### src/rtl/mult8_nibble_seq.sv
// 8x8 unsigned multiplier sequencing four nibble products through one
// external 4x4 core, with optional golden compare and error counter.
module mult8_nibble_seq #(
  parameter bit CHECK_EN = 1'b1,
  parameter int CNT_W    = 8
) (
  input  logic             clk,
  input  logic             rst,
  input  logic             in_valid,
  output logic             in_ready,
  input  logic [7:0]       A,
  input  logic [7:0]       B,
  output logic [3:0]       mul_a,
  output logic [3:0]       mul_b,
  input  logic [7:0]       mul_p,
  output logic             out_valid,
  input  logic             out_ready,
  output logic [15:0]      P,
  output logic             mismatch,
  output logic [CNT_W-1:0] err_cnt
);

  typedef enum logic [2:0] {
    IDLE, LL, LH, HL, HH, DONE
  } state_t;

  state_t           state, state_d;
  logic [7:0]       a_r, b_r;
  logic [15:0]      acc, acc_next, term, golden;
  logic             acc_en, mm_q, mm_next;
  logic [CNT_W-1:0] cnt_q;

  always_comb begin
    state_d   = state;
    in_ready  = 1'b0;
    out_valid = 1'b0;
    mul_a     = 4'h0;
    mul_b     = 4'h0;
    term      = 16'h0;
    acc_en    = 1'b0;
    unique case (state)
      IDLE: begin
        in_ready = 1'b1;
        if (in_valid) state_d = LL;
      end
      LL: begin
        mul_a   = a_r[3:0];
        mul_b   = b_r[3:0];
        term    = {8'h00, mul_p};
        acc_en  = 1'b1;
        state_d = LH;
      end
      LH: begin
        mul_a   = a_r[3:0];
        mul_b   = b_r[7:4];
        term    = {4'h0, mul_p, 4'h0};
        acc_en  = 1'b1;
        state_d = HL;
      end
      HL: begin
        mul_a   = a_r[7:4];
        mul_b   = b_r[3:0];
        term    = {4'h0, mul_p, 4'h0};
        acc_en  = 1'b1;
        state_d = HH;
      end
      HH: begin
        mul_a   = a_r[7:4];
        mul_b   = b_r[7:4];
        term    = {mul_p, 8'h00};
        acc_en  = 1'b1;
        state_d = DONE;
      end
      DONE: begin
        out_valid = 1'b1;
        if (out_ready) state_d = IDLE;
      end
      default: state_d = IDLE;
    endcase
  end

  // Faulty-core overflow simply wraps; only the compare flags it.
  assign acc_next = acc + term;
  assign golden   = {8'h00, a_r} * {8'h00, b_r};
  assign mm_next  = CHECK_EN && (acc_next != golden);

  always_ff @(posedge clk or posedge rst) begin
    if (rst) begin
      state <= IDLE;
      a_r   <= 8'h00;
      b_r   <= 8'h00;
      acc   <= 16'h0;
      mm_q  <= 1'b0;
      cnt_q <= '0;
    end else begin
      state <= state_d;
      if (state == IDLE && in_valid) begin
        a_r <= A;
        b_r <= B;
        acc <= 16'h0;
      end else if (acc_en) begin
        acc <= acc_next;
      end
      if (state == HH) begin
        mm_q <= mm_next;
        if (mm_next && cnt_q != {CNT_W{1'b1}})
          cnt_q <= cnt_q + CNT_W'(1);
      end
    end
  end

  assign P        = acc;
  assign mismatch = CHECK_EN ? mm_q : 1'b0;
  assign err_cnt  = CHECK_EN ? cnt_q : '0;

endmodule

### config.mk
export PLATFORM = sky130hd
export DESIGN_NAME = mult8_nibble_seq
export DESIGN_NICKNAME = d
export VERILOG_FILES = /design/src/rtl/mult8_nibble_seq.sv
export SDC_FILE = /design/constraint.sdc
export NUM_CORES = 1
export LEC_CHECK = 0
export CAP_MARGIN = 40
export CORE_MARGIN = 3
export CORE_UTILIZATION = 45
export DETAILED_ROUTE_END_ITERATION = 12
export GPL_TIMING_DRIVEN = 0
export PLACE_DENSITY = 0.66
export SLEW_MARGIN = 0
export SYNTH_ARGS = -nofsm -noshare
export SYNTH_HDL_FRONTEND = slang
export SYNTH_SLANG_ARGS = --single-unit
### constraint.sdc
create_clock -name clk -period 12.85 [get_ports clk]
set_input_delay 2.57 -clock clk [delete_from_list [all_inputs] [get_ports clk]]
set_output_delay 2.57 -clock clk [all_outputs]
set_load 0.02 [all_outputs]
==> flow_summary_export.csv, run 1 <==
group,metric,value,unit
placed_design,routabilityCongestion,0.904,
drt,drt_iter0_markers,229,
sta,fmax,0.148,GHz
drt,postRouteAntennaNets,0,
sta,setup_tns,0,ns
hold_path,hold_class,"reg2reg",
placed_design,place_ws,5.77,ns
sta,finClkSkew,0.0102,ns
layout,register_area,0.00110,sq mm
drt,route.met3.wl,694,um
placed_design,dp_hpwl,10900,um
floorplan,start_util,46.6,%
clock_network,post_cts_resized,0,
setup_path,worst_setup_path_start_kind,"input pin",
layout,multi_input_area,0.00395,sq mm
synthesis,synthFlopType,"dfrtp_1",
setup_path,cp.arrival,6.94,ns
clock_network,cts_max_path_buffers,2,
sta,setup_viol,0,
synthesis,synth_edf_count,0,
sta,worstMarginPinSlew,0.642,ns
sta,slew_violations,0,
layout,fillers,1081,
clock_network,cts_buffers,5,
setup_path,worstReg2RegEnd,"err_cnt[6]",
clock_network,clkSlewWorstSetupHoldPaths,0.07,ns
sta,hold_ws,0.482,ns
setup_path,crit_required,13.02,ns
drt,dr.pass1.iters,8,
synthesis,avgSynthCellArea,8.89,sq um
drt,drc,0,
setup_path,path_class,"in2reg",
setup_path,r2r-start,"a_r[4]",
layout,nets,793,
flow_run,drv_cap,0,
drt,wl,13700,um
synthesis,synth_top_area_cell,"dfrtp_1",
hold_path,whs_endpoint,"mismatch",
setup_path,ff2ff_path_depth,17,
synthesis,yosys_warnings,0,
hold_path,whs_path_depth,2,
drt,avgViaCountPerCell,5.79,
global_routing,grt_usage,21.1,%
drt,top_layer,"met4",
global_routing,grt_max_degree,30,
synthesis,seq_area_frac_synth,20.4,%
global_routing,antenna_found_initial,0,
sta,maxSlewHeadroom,57.1,%
layout,n_antenna_cell,0,
hold_path,hold_start,"mismatch",
drt,wl_met1,6380,um
floorplan,dieArea,0.0133,sq mm
sta,period_share,52.7,%
layout,layout-drive-gt1-share,5.76,%
synthesis,synthCells,606,
synthesis,yosysUniqueCellTypes,72,
layout,layout-area-overhead-vs-synth,18.4,%
placed_design,port_buffers,62,
setup_path,r2r_slack,6.45,ns
synthesis,synth_nets,723,
synthesis,syn-cell-area,0.00539,sq mm
synthesis,synth_top_area_share,20.4,%
drt,routed-wl-met2,6410,um
clock_network,numClockSinks,44,
clock_network,clock_latency,0.29,ns
sta,fin_ws,6.08,ns
clock_network,cts_setup_buffers,0,
setup_path,end_kind,"flop",
floorplan,core.rowCount,39,
floorplan,coreArea,0.0116,sq mm
drt,avgRoutedWirePerCell,16.7,um
floorplan,chipHeight,115,um
sta,grt_setup_unrepaired,"false",
global_routing,grt_pass1_vias,4614,
clock_network,cts-root-buf,"clkbuf_16",
global_routing,overflow,0,
floorplan,die_w,115,um
sta,finalHoldViolations,0,
setup_path,worstPathMaxFanout,6,
synthesis,synthTopCellsByArea,"dfrtp_1 20%, fa_1 14%, ha_1 12%, and2_1 5.2%, nand2_1 4.2%",
synthesis,ys_ff_latch,44,
global_routing,grt_pass1_wl,22900,um
clock_network,cts_tree,"built",
outcome,status,"completed",
floorplan,ios,63,
layout,postLayoutCoreUtil,55.2,%
clock_network,cts-htree-levels,2,
sta,fin_crit,6.77,ns
drt,dr_total_vias,4747,
clock_network,cts_hold_buffers,0,
synthesis,async_reset_ff_share,100,%
-- worst max path at each step --
stage	startpoint	cells after the start	endpoint
3_5_place_dp	mul_p[1]	12	err_cnt[6]
6_report	mul_p[1]	12	err_cnt[6]
4_1_cts	mul_p[1]	12	err_cnt[6]
5_1_grt	mul_p[1]	12	err_cnt[6]
2_1_floorplan	mul_p[1]	11	err_cnt[6]
3_3_place_gp	mul_p[1]	12	err_cnt[6]
-- sequential cells by signal, summed over array words and instances (netlist names) --
name,flops
state,3
a_r,8
b_r,8
err_cnt,8
mismatch,1
P,16
-- cell type report --
cell class                 count  area share, %
multi-input combinational    473           61.8
sequential                    44           17.3
timing repair buffer          63           10.0
inverter                      55           3.24
tap                          143           2.81
buffer                        34           2.12
clock buffer                   5           1.96
clock inverter                 3          0.726
-- cell families (layout without fill, tap and decap cells) --
| family | Yosys count | after routing | synth area share (%) |
|---|---|---|---|
| and+or+nand+nor | 192 | 192 | 18.4 |
| muxes | 19 | 19 | 3.92 |
| adders and majority gates | 89 | 89 | 25.8 |
| DFF | 44 | 44 | 20.4 |
| xor gates and xnor gates | 32 | 32 | 5.71 |
| buffers and inverters | 89 | 160 | 6.34 |
| AOI/OAI and AO/OA | 141 | 141 | 19.4 |
-- critical path, cell delays in order --
cell	delay, ns
clkdlybuf4s50_1	0.52
and2_1	0.20
ha_1	0.24
a211o_1	0.34
a221oi_2	0.56
a21oi_2	0.19
xnor3_1	0.35
or3b_1	0.36
or4b_1	0.55
or4_4	0.47
o211ai_1	0.24
mux2_2	0.36
-- per-stage QoR --
stage / instances / cell area, sq um
2_1_floorplan: 606 / 5390
3_3_place_gp: 811 / 6190
3_5_place_dp: 812 / 6210
4_1_cts: 820 / 6380
5_1_grt: 820 / 6380
6_report: 820 / 6380
-- layer usage --
layer  vias up  track usage (%)
li1       2271                -
met1      2334             30.4
met2       124             33.9
met3        18             2.72
met4         0             5.40
met5         -                0
-- Yosys cell counts (4+ instances only) --
| library cell | n |
|---|---|
| nand2_1 | 60 |
| inv_1 | 55 |
| ha_1 | 52 |
| and2_1 | 45 |
| dfrtp_1 | 44 |
| fa_1 | 37 |
| clkbuf_1 | 32 |
| nor2_1 | 25 |
| o21ai_0 | 23 |
| mux2_2 | 17 |
| a21oi_1 | 16 |
| a22o_1 | 15 |
| xnor2_1 | 15 |
| xor2_1 | 15 |
| nor3_1 | 14 |
| a21o_1 | 11 |
| and3_1 | 9 |
| nand3_1 | 9 |
| a211oi_1 | 8 |
| a22oi_1 | 7 |
| o211ai_1 | 7 |
| nand4_1 | 6 |
| a31oi_1 | 5 |
| a32o_1 | 5 |
| o21a_1 | 5 |
| a21boi_0 | 4 |
| nand2b_1 | 4 |
-- cells in the final DEF, fill, tap and decap left out, types with 14 or more instances in the layout --
cell type,instances
xnor2_1,15
fa_1,37
inv_1,54
and2_1,45
clkbuf_1,32
nor3_1,14
mux2_2,17
o21ai_0,23
a22o_1,15
dfrtp_1,44
clkdlybuf4s50_1,62
a21oi_1,16
ha_1,52
nand2_1,60
nor2_1,25
xor2_1,15
Power of run 1 is not shown: default switching activity piles up to over one toggle a cycle in this logic, so the estimate is an artifact.
==> run 2, diff against run 1 <==
PLACE_DENSITY = 0.69   (was 0.66)
clock period = 5.55 ns   (was 12.85 ns; I/O delays follow)
==> flow_summary_export.csv, run 2 (synthesized netlist as in run 1, its figures left out) <==
group,metric,value,unit
clock_network,cts_max_path_buffers,2,
global_routing,grt_busiest_layer,"met2",
clock_network,cts-htree-levels,2,
layout,layout-area-overhead-vs-synth,25.9,%
global_routing,use_met3,2.56,%
clock_network,clock_latency,0.30,ns
setup_path,path_class,"reg2reg",
clock_network,cts_tree,"built",
global_routing,grt_usage,22.7,%
sta,fmax,0.180,GHz
placed_design,port_buffers,62,
setup_path,crit_chain,"clkbuf_8 -> nand2_1 -> fa_1 -> fa_1 -> fa_1 -> fa_1 -> inv_2 -> ha_4 -> a21o_1 -> and2_4 -> nor3_4 -> a211oi_1 -> or3b_1 -> or4b_4 -> or4_4 -> o211ai_1 -> mux2_2",
drt,drc,0,
global_routing,grt_pass1_wl,24300,um
setup_path,crit_required,5.73,ns
floorplan,dieArea,0.0133,sq mm
global_routing,grt_max_degree,35,
sta,maxSlewHeadroom,46.4,%
setup_path,slowest_delay,0.58,ns
setup_path,critPathSlowestCell,"fa_1",
floorplan,die_w,115,um
sta,finalHoldViolations,0,
sta,setup_viol,0,
layout,largest_register_ff_count,16,
sta,slew_violations,0,
drt,wl,14700,um
sta,worstMarginPinSlew,0.799,ns
flow_run,drv_cap,0,
sta,fin_ws,0.000685,ns
layout,postLayoutCoreUtil,58.6,%
global_routing,overflow,0,
setup_path,worstPathMaxFanout,4,
drt,dr_total_vias,4864,
floorplan,chipHeight,115,um
layout,n_antenna_cell,0,
clock_network,numClockSinks,44,
floorplan,core.rowCount,39,
floorplan,start_util,46.6,%
layout,nets,811,
layout,fillers,1006,
placed_design,place_ws,-0.655,ns
hold_path,hold_class,"reg2reg",
global_routing,grt_pass1_vias,4946,
clock_network,cts_buffers,5,
drt,dr.pass1.iters,5,
sta,period_share,100,%
sta,grt_setup_unrepaired,"true",
clock_network,cts-root-buf,"clkbuf_16",
sta,finClkSkew,0.0174,ns
layout,final_common_cell,"clkdlybuf4s50_1",
sta,fin_crit,5.55,ns
global_routing,grtUsageMet1,30.6,%
sta,hold_ws,0.485,ns
drt,avgViaCountPerCell,5.80,
clock_network,clkSlewWorstSetupHoldPaths,0.07,ns
placed_design,dp_hpwl,11000,um
global_routing,grt_use_met2,38.6,%
placed_design,routabilityCongestion,0.896,
outcome,status,"completed",
setup_path,cp.arrival,5.73,ns
setup_path,end_kind,"flop",
floorplan,ios,63,
layout,layout-drive-gt1-share,15.4,%
drt,avgRoutedWirePerCell,17.6,um
drt,drt_iter0_markers,227,
layout,final_cell_mix,"62 x clkdlybuf4s50_1, 56 x nand2_1, 48 x inv_1",
floorplan,coreArea,0.0116,sq mm
setup_path,worst_setup_path_start_kind,"flop",
drt,postRouteAntennaNets,0,
global_routing,antenna_found_initial,0,
setup_path,path_common_cell,"fa_1",
[run 2: what timing repair did]
item,in CTS,in global routing
setup buffers,25,0
pin swaps,39,10
resized for setup,53,6
setup endpoints to repair,9,9
hold buffers,0,0
hold endpoints to repair,0,0
[run 2: worst max-delay path: cells and delay by family, from the launching register on]
| kind | cells | cell delay [ns] |
|---|---|---|
| flip-flops | 1 | 0.39 |
| buffers and inverters | 2 | 0.20 |
| AND/OR/NAND/NOR | 6 | 1.80 |
| AO/OA/AOI/OAI | 3 | 0.48 |
| multiplexers | 1 | 0.36 |
| adder cells (fa/ha/maj) | 5 | 2.22 |
[run 2: area by class of cell]
| cell class | count | area [sq um] | area share (%) |
|---|---|---|---|
| Sequential cell | 44 | 1110 | 16.3 |
| Clock buffer | 6 | 139 | 2.05 |
| Multi-Input combinational cell | 473 | 4090 | 60.3 |
| Inverter | 55 | 206 | 3.04 |
| Clock inverter | 2 | 38.8 | 0.572 |
| Tap cell | 143 | 179 | 2.64 |
| Buffer | 27 | 178 | 2.62 |
| Timing Repair Buffer | 88 | 845 | 12.5 |
[run 2: path summary, 6_finish.rpt]
check,cells after the start,slack [ns],to,from
setup reg to reg,17,0.0007,err_cnt[6],a_r[4]
hold / removal,2,0.49,mismatch,mismatch
min in group asynchronous,2,1.05,b_r[0],rst
hold reg to reg,2,0.49,mismatch,mismatch
setup / recovery,17,0.0007,err_cnt[6],a_r[4]
max in group asynchronous,3,4.00,P[0],rst
[run 2: per-layer routing]
layer  wire length (um)  share of wire (%)
met1               6560                 45
met5                  0                  0
met4                319                2.2
met3                605                4.1
met2               7240                 49
[run 2: metrics by stage]
stage / std cells / setup TNS, ns / cell area, sq um
after global routing: 838 / -0.883 / 6780
after detailed placement: 812 / -5.13 / 6230
after CTS: 838 / -0.0902 / 6770
final: 838 / 0 / 6780
after floorplan: 606 / 0 / 5410
after global placement: 811 / -4.99 / 6210
Power of run 2 is left out for the same reason.
==> run 3, diff against run 2 <==
PLACE_DENSITY = 0.66   (was 0.69)
clock period = 5.5 ns   (was 5.55 ns; I/O delays follow)
==> flow_summary_export.csv, run 3 (synthesized netlist as in run 1, its figures left out) <==
group,metric,value,unit
outcome,status,"completed",
setup_path,worst_setup_path_start_kind,"flop",
setup_path,r2r-start,"a_r[3]",
floorplan,core.rowCount,39,
sta,maxSlewHeadroom,52.5,%
floorplan,chipHeight,115,um
sta,setup_viol,0,
global_routing,use_met3,3.50,%
placed_design,dpl_cell_area,0.00623,sq mm
setup_path,path_class,"reg2reg",
drt,dr.pass1.iters,5,
setup_path,slowest_delay,0.56,ns
drt,postRouteAntennaNets,0,
setup_path,crit_chain,"buf_8 -> nand2_2 -> fa_1 -> fa_1 -> fa_1 -> fa_1 -> inv_2 -> ha_4 -> buf_4 -> a41o_1 -> nor3_4 -> a211oi_2 -> or3b_1 -> or4b_4 -> or4_4 -> o211ai_1 -> mux2_4",
clock_network,cts-htree-levels,2,
global_routing,grt_pass1_vias,4853,
layout,final_cell_mix,"62 x clkdlybuf4s50_1, 56 x nand2_1, 51 x inv_1",
placed_design,port_buffers,62,
placed_design,placed_cells,812,
drt,drc,0,
layout,nets,814,
layout,postLayoutCellArea,0.00683,sq mm
layout,largest_register_ff_count,16,
global_routing,grt_use_met2,38.3,%
floorplan,die_w,115,um
clock_network,cts-root-buf,"clkbuf_16",
drt,avgViaCountPerCell,5.73,
drt,avgRoutedWirePerCell,17.2,um
floorplan,coreArea,0.0116,sq mm
sta,period_share,99.6,%
clock_network,numClockSinks,44,
layout,n_antenna_cell,0,
setup_path,worstPathMaxFanout,8,
global_routing,grt_max_degree,34,
setup_path,cp.arrival,5.67,ns
global_routing,grt_busiest_layer,"met2",
clock_network,clkSlewWorstSetupHoldPaths,0.07,ns
sta,finalHoldViolations,0,
global_routing,grtUsageMet1,29.4,%
sta,slew_violations,0,
drt,drt_iter0_markers,195,
global_routing,grt_usage,22.4,%
setup_path,end_kind,"flop",
global_routing,overflow,0,
clock_network,cts_buffers,5,
layout,layout-area-overhead-vs-synth,26.8,%
layout,final_common_cell,"clkdlybuf4s50_1",
setup_path,critPathLaunch,"a_r[3]",
sta,hold_ws,0.486,ns
setup_path,path_common_cell,"fa_1",
clock_network,cts_hold_buffers,0,
clock_network,clock_latency,0.30,ns
floorplan,ios,63,
placed_design,routabilityCongestion,0.901,
global_routing,grt_pass1_wl,24000,um
floorplan,dieArea,0.0133,sq mm
setup_path,crit_required,5.69,ns
drt,wl,14500,um
setup_path,critPathSlowestCell,"fa_1",
sta,finClkSkew,0.00976,ns
layout,stdcell_count,841,
hold_path,hold_class,"reg2reg",
sta,grt_setup_unrepaired,"true",
global_routing,antenna_found_initial,0,
sta,fin_crit,5.48,ns
drt,dr_total_vias,4823,
clock_network,cts_max_path_buffers,2,
floorplan,start_util,46.6,%
sta,worstMarginPinSlew,0.706,ns
clock_network,cts_tree,"built",
placed_design,dp_hpwl,11000,um
layout,layout-drive-gt1-share,15.2,%
hold_path,hold_start,"mismatch",
flow_run,drv_cap,0,
sta,fmax,0.182,GHz
==> run 3: changes by cell type in the layout (fill, tap and decap cells not counted), moves of 3 or more <==
cell   previous run  this run
buf_4            23        28
buf_8             1         5
inv_1            48        51
inv_2             7         4
==> run 3: timing repair <==
item / in CTS / in global routing
pin swaps: 30 / 13
gates resized for setup: 49 / 14
endpoints found under the setup margin: 9 / 9
hold endpoints to repair: 0 / 0
buffers inserted: 26 / 2
gates cloned: 0 / 0
==> run 3: path summary, 6_finish.rpt <==
check,cells after the start,end,slack (ns)
worst min-delay path,2,mismatch,0.49
max in group asynchronous,3,a_r[6],3.96
worst min register to register,2,mismatch,0.49
worst max register to register,17,err_cnt[6],0.02
min in group asynchronous,2,b_r[1],1.06
worst max-delay path,17,err_cnt[6],0.02
==> run 3: stage by stage <==
step | setup slack [ns] | utilization, % | setup TNS (ns)
after floorplan | 0.0212 | - | 0
after global placement | -0.461 | 53.7 | -3.57
after detailed placement | -0.512 | 53.9 | -3.99
after CTS | -0.0963 | 58.6 | -0.152
after global routing | -0.122 | 59.1 | -0.428
final | 0.0196 | 59.1 | 0
==> run 3: area by class of cell <==
class	instances	area, sq um
fill	1037	4730
multi-input combinational	473	4110
sequential	44	1110
timing repair buffer	91	851
inverter	55	206
buffer	27	199
tap	143	179
clock buffer	6	139
clock inverter	2	38.8
==> run 3: layer usage <==
metal	part of all wire, %	routed length, um
met1	45	6460
met2	49	7100
met3	4.3	618
met4	2.0	286
met5	0	0
==> run 3: critical path: cells and delay by family (launching register included) <==
| family | cells | cell delay [ns] |
|---|---|---|
| buffers and inverters | 3 | 0.32 |
| DFF | 1 | 0.37 |
| muxes | 1 | 0.32 |
| adders and majority gates | 5 | 2.24 |
| AOI/OAI and AO/OA | 3 | 0.49 |
| and+or+nand+nor | 5 | 1.61 |
Power of run 3 is left out for the same reason.
